===== config.mk =====
export PLATFORM = sky130hd
export DESIGN_NAME = uart_ack_responder
export DESIGN_NICKNAME = d
export VERILOG_FILES = /design/src/rtl/uart_ack_responder.sv
export SDC_FILE = /design/constraint.sdc
export NUM_CORES = 1
export LEC_CHECK = 0
export ABC_CLOCK_PERIOD_IN_PS = 1900
export BUFFER_PORTS_ARGS = -buffer_cell sky130_fd_sc_hd__buf_4
export CAP_MARGIN = 20
export CORE_MARGIN = 8
export CORE_UTILIZATION = 53
export DETAILED_ROUTE_END_ITERATION = 10
export GPL_ROUTABILITY_DRIVEN = 0
export PLACE_DENSITY = 0.74
export REMOVE_ABC_BUFFERS = 1
export SETUP_SLACK_MARGIN = 0.02
export SLEW_MARGIN = 10
export SYNTH_ARGS = -nofsm -noshare
export SYNTH_HDL_FRONTEND = slang
export SYNTH_SLANG_ARGS = --single-unit
export TNS_END_PERCENT = 5

===== constraint.sdc =====
create_clock -name clk -period 1.9 [get_ports clk]
set_input_delay 0.285 -clock clk [delete_from_list [all_inputs] [get_ports clk]]
set_output_delay 0.285 -clock clk [all_outputs]
set_load 0.005 [all_outputs]

===== src/rtl/uart_ack_responder.sv =====
// UART frame receiver that answers every correctly framed byte with a fixed ACK
// frame after a programmable idle gap (far-end peer for link bring-up).

module uart_ack_responder #(
   parameter int unsigned           DATA_WIDTH = 8,
   parameter int unsigned           CLK_FREQ   = 50_000_000,
   parameter int unsigned           BAUD_RATE  = 230400,
   parameter logic [DATA_WIDTH-1:0] ACK_VALUE  = 8'b11001100,
   parameter int unsigned           ACK_DELAY  = 100
) (
   input  logic                  clk,
   input  logic                  rst,
   input  logic                  rx,
   output logic                  tx,
   output logic [DATA_WIDTH-1:0] data_out,
   output logic                  data_valid,
   output logic                  frame_error,
   output logic                  busy
);

   localparam int unsigned BAUD_DIV = CLK_FREQ / BAUD_RATE;
   localparam int unsigned HALF     = BAUD_DIV / 2;
   localparam int unsigned CNT_MAX  = (BAUD_DIV > ACK_DELAY) ? BAUD_DIV : ACK_DELAY;
   localparam int unsigned CNT_W    = $clog2(CNT_MAX + 1);
   localparam int unsigned BIT_W    = (DATA_WIDTH > 1) ? $clog2(DATA_WIDTH) : 1;

   typedef enum logic [3:0] {
      S_IDLE,
      S_START,
      S_DATA,
      S_STOP,
      S_ERR_WAIT,
      S_ACK_WAIT,
      S_ACK_START,
      S_ACK_DATA,
      S_ACK_STOP
   } state_t;

   state_t                r_state;
   logic                  r_meta;
   logic                  r_rxs;
   logic [1:0]            r_fill;
   logic                  r_armed;
   logic [CNT_W-1:0]      r_cnt;
   logic [BIT_W-1:0]      r_bit;
   logic [DATA_WIDTH-1:0] r_shift;
   logic [DATA_WIDTH-1:0] r_data;
   logic                  r_dv;
   logic                  r_fe;
   logic                  r_tx;
   logic                  r_busy;

   state_t                w_state_next;
   logic                  w_fill_done;
   logic                  w_armed_next;
   logic [CNT_W-1:0]      w_cnt_next;
   logic [BIT_W-1:0]      w_bit_next;
   logic [DATA_WIDTH-1:0] w_shift_next;
   logic [DATA_WIDTH-1:0] w_data_next;
   logic                  w_dv_next;
   logic                  w_fe_next;
   logic                  w_tx_next;
   logic                  w_busy_next;
   logic                  w_baud_end;

   // rx synchroniser; r_fill marks when r_rxs reflects the real line after reset
   always_ff @(posedge clk or posedge rst) begin
      if (rst) begin
         r_meta <= 1'b1;
         r_rxs  <= 1'b1;
         r_fill <= 2'd0;
      end else begin
         r_meta <= rx;
         r_rxs  <= r_meta;
         if (r_fill != 2'd2) r_fill <= r_fill + 2'd1;
      end
   end

   assign w_fill_done = (r_fill == 2'd2);
   assign w_baud_end  = (r_cnt == CNT_W'(BAUD_DIV - 1));

   // State and datapath registers
   always_ff @(posedge clk or posedge rst) begin
      if (rst) begin
         r_state <= S_IDLE;
         r_armed <= 1'b0;
         r_cnt   <= '0;
         r_bit   <= '0;
         r_shift <= '0;
         r_data  <= '0;
         r_dv    <= 1'b0;
         r_fe    <= 1'b0;
         r_tx    <= 1'b1;
         r_busy  <= 1'b0;
      end else begin
         r_state <= w_state_next;
         r_armed <= w_armed_next;
         r_cnt   <= w_cnt_next;
         r_bit   <= w_bit_next;
         r_shift <= w_shift_next;
         r_data  <= w_data_next;
         r_dv    <= w_dv_next;
         r_fe    <= w_fe_next;
         r_tx    <= w_tx_next;
         r_busy  <= w_busy_next;
      end
   end

   // Next-state and next-output logic; tx is computed for the upcoming state
   always_comb begin
      w_state_next = r_state;
      w_armed_next = 1'b0;
      w_cnt_next   = r_cnt + CNT_W'(1);
      w_bit_next   = r_bit;
      w_shift_next = r_shift;
      w_data_next  = r_data;
      w_dv_next    = 1'b0;
      w_fe_next    = 1'b0;
      w_tx_next    = 1'b1;

      case (r_state)
         S_IDLE: begin
            w_cnt_next = '0;
            w_bit_next = '0;
            // armed means rxs was seen high here, so a low now is a true 1->0 edge
            if (r_armed && !r_rxs) begin
               w_state_next = S_START;
            end else begin
               w_armed_next = r_rxs && w_fill_done;
            end
         end
         S_START: begin
            if (r_cnt == CNT_W'(HALF - 1)) begin
               w_cnt_next   = '0;
               w_state_next = r_rxs ? S_IDLE : S_DATA;
            end
         end
         S_DATA: begin
            if (w_baud_end) begin
               w_cnt_next   = '0;
               w_shift_next = {r_rxs, r_shift[DATA_WIDTH-1:1]};
               if (r_bit == BIT_W'(DATA_WIDTH - 1)) begin
                  w_bit_next   = '0;
                  w_state_next = S_STOP;
               end else begin
                  w_bit_next = r_bit + BIT_W'(1);
               end
            end
         end
         S_STOP: begin
            if (w_baud_end) begin
               w_cnt_next = '0;
               if (r_rxs) begin
                  w_data_next  = r_shift;
                  w_dv_next    = 1'b1;
                  w_state_next = S_ACK_WAIT;
               end else begin
                  w_fe_next    = 1'b1;
                  w_state_next = S_ERR_WAIT;
               end
            end
         end
         S_ERR_WAIT: begin
            // counts consecutive high samples only
            if (!r_rxs) begin
               w_cnt_next = '0;
            end else if (w_baud_end) begin
               w_cnt_next   = '0;
               w_state_next = S_IDLE;
            end
         end
         S_ACK_WAIT: begin
            if (r_cnt == CNT_W'(ACK_DELAY)) begin
               w_cnt_next   = '0;
               w_shift_next = ACK_VALUE;
               w_tx_next    = 1'b0;
               w_state_next = S_ACK_START;
            end
         end
         S_ACK_START: begin
            w_tx_next = 1'b0;
            if (w_baud_end) begin
               w_cnt_next   = '0;
               w_tx_next    = r_shift[0];
               w_state_next = S_ACK_DATA;
            end
         end
         S_ACK_DATA: begin
            w_tx_next = r_shift[0];
            if (w_baud_end) begin
               w_cnt_next = '0;
               if (r_bit == BIT_W'(DATA_WIDTH - 1)) begin
                  w_bit_next   = '0;
                  w_tx_next    = 1'b1;
                  w_state_next = S_ACK_STOP;
               end else begin
                  w_bit_next   = r_bit + BIT_W'(1);
                  w_shift_next = {1'b0, r_shift[DATA_WIDTH-1:1]};
                  w_tx_next    = r_shift[1];
               end
            end
         end
         S_ACK_STOP: begin
            if (w_baud_end) begin
               w_cnt_next   = '0;
               w_state_next = S_IDLE;
            end
         end
         default: begin
            w_cnt_next   = '0;
            w_state_next = S_IDLE;
         end
      endcase

      w_busy_next = (w_state_next != S_IDLE);
   end

   assign tx          = r_tx;
   assign data_out    = r_data;
   assign data_valid  = r_dv;
   assign frame_error = r_fe;
   assign busy        = r_busy;

endmodule


==> flow_metrics.tcl <==
set metrics [dict create \
    crit_path_end_kind "flip-flop" \
    yosys.area_share.simple 0.206 \
    synth.avg_cell_area_um2 10.4 \
    clock_sink_count 40 \
    clk_path_buf_depth 2 \
    cap_violations 0 \
    first_global_vias 1424 \
    synth_cells 189 \
    highest_layer "met4" \
    synthTopCellsByArea "dfrtp_1 47%, nor2_1 4.9%, dfstp_2 4.0%, ha_1 3.2%, nand2_1 3.0%" \
    finalCriticalPeriod_ns 1.89 \
    ys_seq_area_frac 0.509 \
    num_vias 1490 \
    area_delta_synth_final_pct 19.5 \
    dp_cells 258 \
    finalSetupTns_ns 0 \
    worstHoldStart "rx" \
    grt_pass1_wl_mm 6.82 \
    fin_util 0.649 \
    drt-met1-wl_mm 1.87 \
    synth_area_mm2 0.00197 \
    die_width_um 77.0 \
    hold_violations 0 \
    grt_overflow_total 0 \
    rows 22 \
    holdWs_ns 0.0917 \
    placed_area_mm2 0.00220 \
    crit_fanout 5 \
    die-area_mm2 0.00593 \
    cts_buffers 5 \
    p_leak_nw 1.19 \
    yosysTopAreaCellShare 0.469 \
    crit_start "r_cnt[1]$_DFF_PP0_" \
    worst-setup-path-type "flip-flop to flip-flop" \
    cts_tree "built" \
    dr.pass1.iters 4 \
    antenna_found_initial 0 \
    antenna_left 0 \
    clock_latency_ns 0.30 \
    instances_no_fill 268 \
    reg2reg_slack_ns 0.009 \
    worstPathRequired_ns 2.08 \
    wl_met2_mm 2.10 \
    drv_slew 0 \
    synth_fa_ha_area_frac 0.0317 \
    synth_common_cells "37 x dfrtp_1, 26 x nor2_1, 16 x nand2_1" \
    synth_top_family_by_area "simple AND/OR/NAND/NOR gates" \
    routed_wl_mm 4.31 \
    initial_core_util 0.543 \
    synth_area_leader_cell "dfrtp_1" \
    diodes 0 \
    wire_per_inst_um 16.1 \
    dp_hpwl_mm 2.87 \
    finalSetupViolations 0 \
    clkTransAtPathRegs_ns 0.08 \
    worstReg2RegEnd "r_state[0]$_DFF_PP0_" \
    rsz0062_at_grt "yes" \
    yosysMostFrequentCell "dfrtp_1" \
    max-vdd-ir-drop_uv 561 \
    r2r_start "r_cnt[1]$_DFF_PP0_" \
    cp.arrival_ns 2.07 \
    hold_class "primary input to flip-flop" \
    synth-xor-area-share 0.0355 \
    cts_hold_buf 0 \
    core_area_mm2 0.00363 \
    synthArstFlopShare 1.00 \
    slew_headroom 0.674 \
    wl_met3_um 216 \
    status "finished, final reports clean" \
    fin_area_mm2 0.00236 \
    drt_drc_violations_left 0 \
    synth_compound_area_frac 0.0982 \
    dieHeight_um 77.0 \
    ioPinCount 15 \
    reg2reg_depth 8 \
    yosys_warnings 0 \
    portBuffers 14 \
    worstMarginPinSlew_ns 0.488 \
    gr-usage-all-layers 0.139 \
    drt_iter0_drc 112 \
    avgViaCountPerCell 5.56 \
    htree_levels 2 \
    synth_edf_count 0 \
    fin_nets 227 \
    skew_ns 0.00661 \
    crit_path_start_kind "flip-flop" \
    synth_mux_area_frac 0.0710 \
    endpoint "r_state[0]$_DFF_PP0_" \
    synthFlopType "dfrtp_1" \
    ys_ff_latch 40 \
    pwr_density_cell_mw_per_mm2 800 \
    clock.fmax_mhz 529 \
    cts_root_buf "clkbuf_8" \
    fin_crit_sh 0.995 \
    final_layout_size_suffix_gt1_frac 0.305 \
    synth_cell_types 48 \
    grt_max_degree 41 \
]
[placed cells by master, fill, tap and decap left out, drive strengths merged, types with 2 or more instances in the layout]
master / instances
a21o: 2
a21oi: 4
and2: 2
and3: 3
buf: 30
clkbuf: 6
dfrtp: 37
dfstp: 3
ha: 5
inv: 14
mux2: 8
mux2i: 5
nand2: 16
nand2b: 2
nand3: 7
nand3b: 4
nand4bb: 2
nor2: 26
nor3: 5
nor3b: 2
o21ai: 8
xnor2: 5
xor2: 3
[sequential cells by signal, indices dropped and copies added, names as in the netlist]
name,cells
r_fill,2
r_bit,3
data_out,8
r_rxs,1
r_cnt,8
r_shift,8
r_armed,1
data_valid,1
busy,1
frame_error,1
r_state,4
tx,1
r_meta,1
[area by class of cell]
cell class,count,area [um^2]
clock inverters,2,12.5
fillers,289,1270
multi-input cells,128,923
well taps,48,60.1
inverters,14,52.6
flip-flops and latches,40,1010
repair buffers,30,229
clock buffers,6,72.6
[how the worst min path moves through the flow]
stage	to	slack (ns)	cells past startpoint
floorplan	r_meta$_DFF_PP1_	0.29	0
global placement	r_rxs$_DFF_PP1_	0.35	0
detailed placement	r_rxs$_DFF_PP1_	0.35	0
CTS	r_meta$_DFF_PP1_	0.09	1
global route	r_meta$_DFF_PP1_	0.09	1
finish	r_meta$_DFF_PP1_	0.09	1
[critical path, cell delays in order (launching register included)]
cell      delay [ns]
dfrtp_1         0.41
inv_1           0.07
ha_2            0.16
nand3b_1        0.23
or2_4           0.33
buf_4           0.16
a21oi_2         0.14
o211a_1         0.19
nand2_1         0.09
[power breakdown]
part	leakage, nW	switching, W	internal [W]
clock	0.0412	0.000304	0.000257
sequential	0.528	0.0000546	0.000906
combinational	0.618	0.000200	0.000165
total	1.19	0.000559	0.00133
[kinds of logic (layout without fill, tap and decap cells)]
family	count (synthesis)	count (layout)
AOI/OAI and AO/OA	26	26
xor gates and xnor gates	8	8
adders and majority gates	5	5
buffers and inverters	21	52
DFF	40	40
muxes	13	13
and+or+nand+nor	76	76
[metrics by stage]
stage / setup slack [ns] / power [W]
6_report: 0.00865 / 0.00189
3_3_place_gp: 0.0976 / 0.00129
3_5_place_dp: -0.0295 / 0.00131
2_1_floorplan: 0.0623 / 0.00118
4_1_cts: -0.00118 / 0.00187
5_1_grt: -0.0599 / 0.00197
[layer usage]
layer  track usage  vias up
met2         0.212       52
met3        0.0466       13
met4        0.0528        0
met1         0.177      720
met5             0        -
li1              -      705
[repair_timing]
| item | 4_1_cts | 5_1_grt |
|---|---|---|
| endpoints found under the hold margin | 0 | 0 |
| resized for setup | 3 | 18 |
| buffers inserted | 0 | 2 |
| gates cloned | 0 | 0 |
| endpoints found under the setup margin | 11 | 18 |
| pin swaps | 1 | 8 |
Note: power is estimated with default switching activity, not from simulation.
